$ cat src/rtl/mouse_pos_tracker.sv
// rtl/mouse_pos_tracker.sv - PS/2 mouse packet decoder with clamped cursor position tracking
module mouse_pos_tracker #(
    parameter int X_MAX   = 799,
    parameter int Y_MAX   = 599,
    parameter int X_INIT  = 400,
    parameter int Y_INIT  = 300,
    parameter int TIMEOUT = 255
) (
    input  logic        clk_div,
    input  logic        rst,
    input  logic [7:0]  rx_data,
    input  logic        rx_valid,
    output logic [11:0] mouse_xpos,
    output logic [11:0] mouse_ypos,
    output logic        mouse_left,
    output logic        packet_done
);

    typedef enum logic [1:0] {WAIT_B0, WAIT_B1, WAIT_B2, UPDATE} state_t;

    localparam logic signed [13:0] X_MAX_S   = 14'(X_MAX);
    localparam logic signed [13:0] Y_MAX_S   = 14'(Y_MAX);
    localparam logic [11:0]        X_INIT_V  = 12'(X_INIT);
    localparam logic [11:0]        Y_INIT_V  = 12'(Y_INIT);
    localparam logic [15:0]        TIMEOUT_V = 16'(TIMEOUT);

    state_t      state_q, state_d;
    logic [7:0]  rx_data_q;
    logic        rx_valid_q;
    logic [15:0] idle_q, idle_d;
    // Status fields kept: {y_ovf, x_ovf, y_sign, x_sign, left}
    logic [4:0]  status_q, status_d;
    logic [7:0]  dx_byte_q, dx_byte_d;
    logic [7:0]  dy_byte_q, dy_byte_d;
    logic [11:0] xpos_q, xpos_d;
    logic [11:0] ypos_q, ypos_d;
    logic        left_q, left_d;
    logic        done_q, done_d;

    logic signed [8:0]  dx_s, dy_s;
    logic signed [13:0] new_x, new_y;

    // State register; reset aborts any packet in flight
    always_ff @(posedge clk_div or posedge rst) begin
        if (rst) state_q <= WAIT_B0;
        else     state_q <= state_d;
    end

    // Input capture stage plus packet/idle bookkeeping and cursor outputs
    always_ff @(posedge clk_div or posedge rst) begin
        if (rst) begin
            rx_data_q  <= 8'd0;
            rx_valid_q <= 1'b0;
            idle_q     <= 16'd0;
            status_q   <= 5'd0;
            dx_byte_q  <= 8'd0;
            dy_byte_q  <= 8'd0;
            xpos_q     <= X_INIT_V;
            ypos_q     <= Y_INIT_V;
            left_q     <= 1'b0;
            done_q     <= 1'b0;
        end else begin
            rx_data_q  <= rx_data;
            rx_valid_q <= rx_valid;
            idle_q     <= idle_d;
            status_q   <= status_d;
            dx_byte_q  <= dx_byte_d;
            dy_byte_q  <= dy_byte_d;
            xpos_q     <= xpos_d;
            ypos_q     <= ypos_d;
            left_q     <= left_d;
            done_q     <= done_d;
        end
    end

    // Next state: byte sequencing, resync on bad status byte, idle timeout
    always_comb begin
        state_d   = state_q;
        idle_d    = idle_q;
        status_d  = status_q;
        dx_byte_d = dx_byte_q;
        dy_byte_d = dy_byte_q;
        case (state_q)
            WAIT_B0: begin
                idle_d = 16'd0;
                if (rx_valid_q && rx_data_q[3]) begin
                    status_d = {rx_data_q[7:4], rx_data_q[0]};
                    state_d  = WAIT_B1;
                end
            end
            WAIT_B1: begin
                if (rx_valid_q) begin
                    dx_byte_d = rx_data_q;
                    idle_d    = 16'd0;
                    state_d   = WAIT_B2;
                end else if (idle_q == TIMEOUT_V) begin
                    idle_d  = 16'd0;
                    state_d = WAIT_B0;
                end else begin
                    idle_d = idle_q + 16'd1;
                end
            end
            WAIT_B2: begin
                if (rx_valid_q) begin
                    dy_byte_d = rx_data_q;
                    idle_d    = 16'd0;
                    state_d   = UPDATE;
                end else if (idle_q == TIMEOUT_V) begin
                    idle_d  = 16'd0;
                    state_d = WAIT_B0;
                end else begin
                    idle_d = idle_q + 16'd1;
                end
            end
            UPDATE: begin
                // Any byte presented now is dropped
                idle_d  = 16'd0;
                state_d = WAIT_B0;
            end
            default: state_d = WAIT_B0;
        endcase
    end

    // Outputs: apply signed deltas with clamping, load only when leaving UPDATE
    always_comb begin
        dx_s   = status_q[3] ? 9'sd0 : $signed({status_q[1], dx_byte_q});
        dy_s   = status_q[4] ? 9'sd0 : $signed({status_q[2], dy_byte_q});
        new_x  = $signed({2'b00, xpos_q}) + {{5{dx_s[8]}}, dx_s};
        new_y  = $signed({2'b00, ypos_q}) - {{5{dy_s[8]}}, dy_s};
        xpos_d = xpos_q;
        ypos_d = ypos_q;
        left_d = left_q;
        done_d = 1'b0;
        if (state_q == UPDATE) begin
            if (new_x < 14'sd0)        xpos_d = 12'd0;
            else if (new_x > X_MAX_S)  xpos_d = X_MAX_S[11:0];
            else                       xpos_d = new_x[11:0];
            if (new_y < 14'sd0)        ypos_d = 12'd0;
            else if (new_y > Y_MAX_S)  ypos_d = Y_MAX_S[11:0];
            else                       ypos_d = new_y[11:0];
            left_d = status_q[0];
            done_d = 1'b1;
        end
    end

    assign mouse_xpos  = xpos_q;
    assign mouse_ypos  = ypos_q;
    assign mouse_left  = left_q;
    assign packet_done = done_q;

endmodule
$ cat config.mk
export PLATFORM = sky130hd
export DESIGN_NAME = mouse_pos_tracker
export DESIGN_NICKNAME = d
export VERILOG_FILES = /design/src/rtl/mouse_pos_tracker.sv
export SDC_FILE = /design/constraint.sdc
export NUM_CORES = 1
export LEC_CHECK = 0
export ABC_CLOCK_PERIOD_IN_PS = 3050
export BUFFER_PORTS_ARGS = -buffer_cell sky130_fd_sc_hd__buf_2
export CAP_MARGIN = 20
export CORE_MARGIN = 2
export CORE_UTILIZATION = 45
export CTS_BUF_LIST = sky130_fd_sc_hd__clkbuf_8
export CTS_CLUSTER_SIZE = 20
export DETAILED_ROUTE_END_ITERATION = 16
export PLACE_DENSITY = 0.65
export REMOVE_ABC_BUFFERS = 1
export SLEW_MARGIN = 20
export SYNTH_ARGS = -nofsm -noshare
export SYNTH_HDL_FRONTEND = slang
export SYNTH_SLANG_ARGS = --single-unit
export TNS_END_PERCENT = 20
$ cat constraint.sdc
create_clock -name clk_div -period 3.05 [get_ports clk_div]
set_input_delay 0.4575 -clock clk_div [delete_from_list [all_inputs] [get_ports clk_div]]
set_output_delay 0.4575 -clock clk_div [all_outputs]
set_load 0.005 [all_outputs]
==> run_results.csv <==
group,metric,value,unit
sta,hold_viol,0,
clock_tree,cts_tree,"yes",
clock_tree,cts_buffers,9,
clock_tree,cts_buffer_depth,2,
sta,setup_ws,0.0771,ns
global_routing,first_global_vias,3205,
drt,drtPass1Iterations,4,
worst_setup_path,crit_family,"compound AO/OA/AOI/OAI gates",
drt,vias,3382,
sta,worst_pin_slew,0.597,ns
synth,yosysUniqueCellTypes,60,
synth,synth-compound-area-share,18.5,%
placement,gp_congestion,0.953,
worst_setup_path,cp_max_fo,8,
synth,avgSynthCellArea,10.6,µm²
placement,preCtsSetupSlack,-0.00914,ns
clock_tree,cts_root_buf,"clkbuf_8",
placement,dp_hpwl,6.72,mm
synth,ys_async_sr_fraction,100,%
final_layout,antenna_cells,0,
run,max_cap_violations,0,
floorplan,dieArea,10600,µm²
final_layout,area_growth_syn_to_layout,20.4,%
synth,synth_cells,417,
global_routing,grt_pass1_wl,15.2,mm
worst_setup_path,worst-path-buf-inv,0,
floorplan,floorplan.initialDensity,45.7,%
hold_path,hp-class,"in -> async",
synth,synth_seq_cells,74,
synth,synth_edf_count,0,
worst_setup_path,cp_slowest_cell,"a221oi_4",
drt,drc,0,
synth,ys_seq_area_share,42.3,%
sta,rsz0062_at_grt,"true",
worst_setup_path,crit_type,"reg -> reg",
global_routing,track_usage,18.6,%
clock_tree,cts.sinks,74,
clock_tree,htreeDepth,3,
floorplan,fp.dieH,103,µm
worst_setup_path,crit_chain,"nor2b_2 -> ha_2 -> fa_2 -> nor2b_4 -> o2111a_1 -> o21ai_1 -> a211oi_2 -> a2111oi_4 -> a221oi_4 -> nor3_4 -> a31o_2",
clock_tree,clkLatencyLatePin,0.36,ns
synth,synth_common_cells,"dfrtp_1, ha_1, nor2_1",
worst_setup_path,r2r-start,"dy_byte_q[0]$_DFFE_PP0P_",
worst_setup_path,required,3.29,ns
worst_setup_path,cp-end-kind,"flop",
synth,synth_top_area_share,38.1,%
drt,drt_iter0_drc,114,
worst_setup_path,r2r_setup_slack,0.08,ns
status,outcome,"finished clean",
pwr,peakVddDrop,418,µV
worst_setup_path,max_stage_delay,0.49,ns
placement,io_buffer_count,36,
worst_setup_path,cp.depth,11,
sta,maxSlewViolCount,0,
synth,synth_adder_area_share,10.0,%
global_routing,antenna_found_initial,0,
pwr,power.density,1150,nW/µm²
synth,synth_top_family_by_area,"compound AO/OA/AOI/OAI gates",
worst_setup_path,worstPathArrival,3.21,ns
synth,yosys.area_share.simple,13.9,%
floorplan,die_x,103,µm
worst_setup_path,ff2ff_path_depth,11,
floorplan,std_cell_rows,36,
sta,finalSetupViolCount,0,
synth,yosysMostFrequentCell,"dfrtp_1",
drt,vias_per_cell,5.45,
worst_setup_path,start_kind,"flop",
synth,synth-xor-area-share,7.16,%
sta,fmax,0.336,GHz
floorplan,ios,37,
sta,max-slew-margin-rel,60.2,%
global_routing,grt_max_degree,75,
synth,synth_mux_area_share,5.63,%
drt,wl_per_cell,15.3,µm
sta,fin_skew,0.0133,ns
sta,whs,0.177,ns
global_routing,overflow,0,
clock_tree,path_clk_slew,0.09,ns
drt,ant_nets,0,
sta,min_period_over_period,97.5,%
sta,min_period,2.97,ns
synth,yosys_warnings,0,
synth,yosys.area.top_type,"dfrtp_1",
synth,netlist_area,4400,µm²
floorplan,coreArea,9640,µm²
drt,drt_wl_total,9.48,mm
worst_setup_path,r2r_end,"mouse_ypos[7]$_DFFE_PP0P_",
synth,synth-main-ff-cell,"dfrtp_1",
pwr,leakagePower,0.00244,µW
final_layout,nets,527,
final_layout,drive_gt1_share,30.8,%
synth,netlist_top_cells_area,"dfrtp_1, ha_1, mux2_2",
[sequential cells by signal (all words and copies together) (netlist names)]
register / cells
state_q: 2
dy_byte_q: 8
mouse_xpos: 12
packet_done: 1
rx_valid_q: 1
idle_q: 16
dx_byte_q: 8
status_q: 5
rx_data_q: 8
mouse_left: 1
mouse_ypos: 12
[power breakdown]
group | internal (µW) | total (µW) | switching (µW)
registers | 1280 | 1510 | 233
clock network | 376 | 759 | 383
logic | 1780 | 3800 | 2020
[final cells by class]
class                           instances  area [µm²]
Timing Repair Buffer                   64         410
Tap cell                              133         166
Clock buffer                            9         124
Inverter                               20        75.1
Sequential cell                        74        1860
Fill cell                             889        4340
Clock inverter                          7        68.8
Multi-Input combinational cell        313        2590
[through the flow]
| stage | std cells | setup TNS (ns) | cell area (µm²) | utilization, % | power [µW] |
|---|---|---|---|---|---|
| 6_report | 620 | 0 | 5300 | 55.0 | 6080 |
| 2_1_floorplan | 407 | -0.000703 | 4360 | - | 3880 |
| 5_1_grt | 620 | -0.344 | 5300 | 55.0 | 6590 |
| 3_5_place_dp | 594 | -0.00914 | 4860 | 50.4 | 4700 |
| 4_1_cts | 610 | -0.00280 | 5050 | 52.4 | 5500 |
| 3_3_place_gp | 594 | 0 | 4860 | 50.4 | 4650 |
[placed cells by master, fill, tap and decap left out, drive strengths merged, types with 2 or more instances in the layout]
master and n:
nor4 3, clkbuf 9, ha 32, a41o 2, o21a 4, dfstp 7
a22oi 4, a211oi 4, xor2 16, mux2 22, a21oi 16, o2111ai 2
a31o 3, o211ai 4, nand2 18, and3 9, a21o 8, o22ai 6
a2111oi 7, nand3 15, dfrtp 67, buf 64, o21bai 4, fa 2
nor2b 18, o21ai 15, inv 22, a31oi 4, or2 2, clkinv 3
xnor2 20, a211o 2, o221ai 4, a22o 3, nor3 5, nand2b 10
and2 2, nor2 29, o2bb2ai 4
[worst max-delay path by stage]
stage	from	to	slack, ns
after floorplan	status_q[4]$_DFFE_PP0P_	mouse_ypos[0]$_DFFE_PP0P_	-0.0004
after global placement	status_q[4]$_DFFE_PP0P_	mouse_ypos[0]$_DFFE_PP0P_	0.06
after detailed placement	status_q[4]$_DFFE_PP0P_	mouse_ypos[1]$_DFFE_PP0P_	-0.009
after CTS	status_q[4]$_DFFE_PP0P_	mouse_ypos[0]$_DFFE_PP0P_	-0.003
after global routing	status_q[4]$_DFFE_PP0P_	mouse_ypos[0]$_DFFE_PP0P_	-0.06
final	dy_byte_q[0]$_DFFE_PP0P_	mouse_ypos[7]$_DFFE_PP0P_	0.08
[metal layers]
layer | global-route usage [%] | wire (µm) | up-vias
met5 | 0 | 0 | -
met4 | 6.28 | 118 | 0
met3 | 4.68 | 517 | 12
met2 | 28.6 | 4400 | 81
met1 | 25.7 | 4440 | 1643
li1 | - | - | 1646
[cell families (layout without fill, tap and decap cells)]
kind of cell,after synthesis,count (layout)
AOI/OAI and AO/OA,104,104
xor gates and xnor gates,36,36
adders and majority gates,34,34
buffers and inverters,30,100
DFF,74,74
muxes,22,22
and+or+nand+nor,117,117
[worst register-to-register path: cells and delay by family, from the launching register on]
kind | cells | cell delay (ns)
AOI/OAI and AO/OA | 6 | 1.52
adders and majority gates | 2 | 0.58
DFF | 1 | 0.39
and+or+nand+nor | 3 | 0.37
[repair_timing]
action,4_1_cts,5_1_grt
gates resized for setup,1,41
endpoints found under the setup margin,2,20
setup buffers,0,11
cloned,0,0
pin swaps,0,19
hold endpoints to repair,0,0
hold buffers,0,0
No activity file was read; power rests on OpenSTA's default activity.
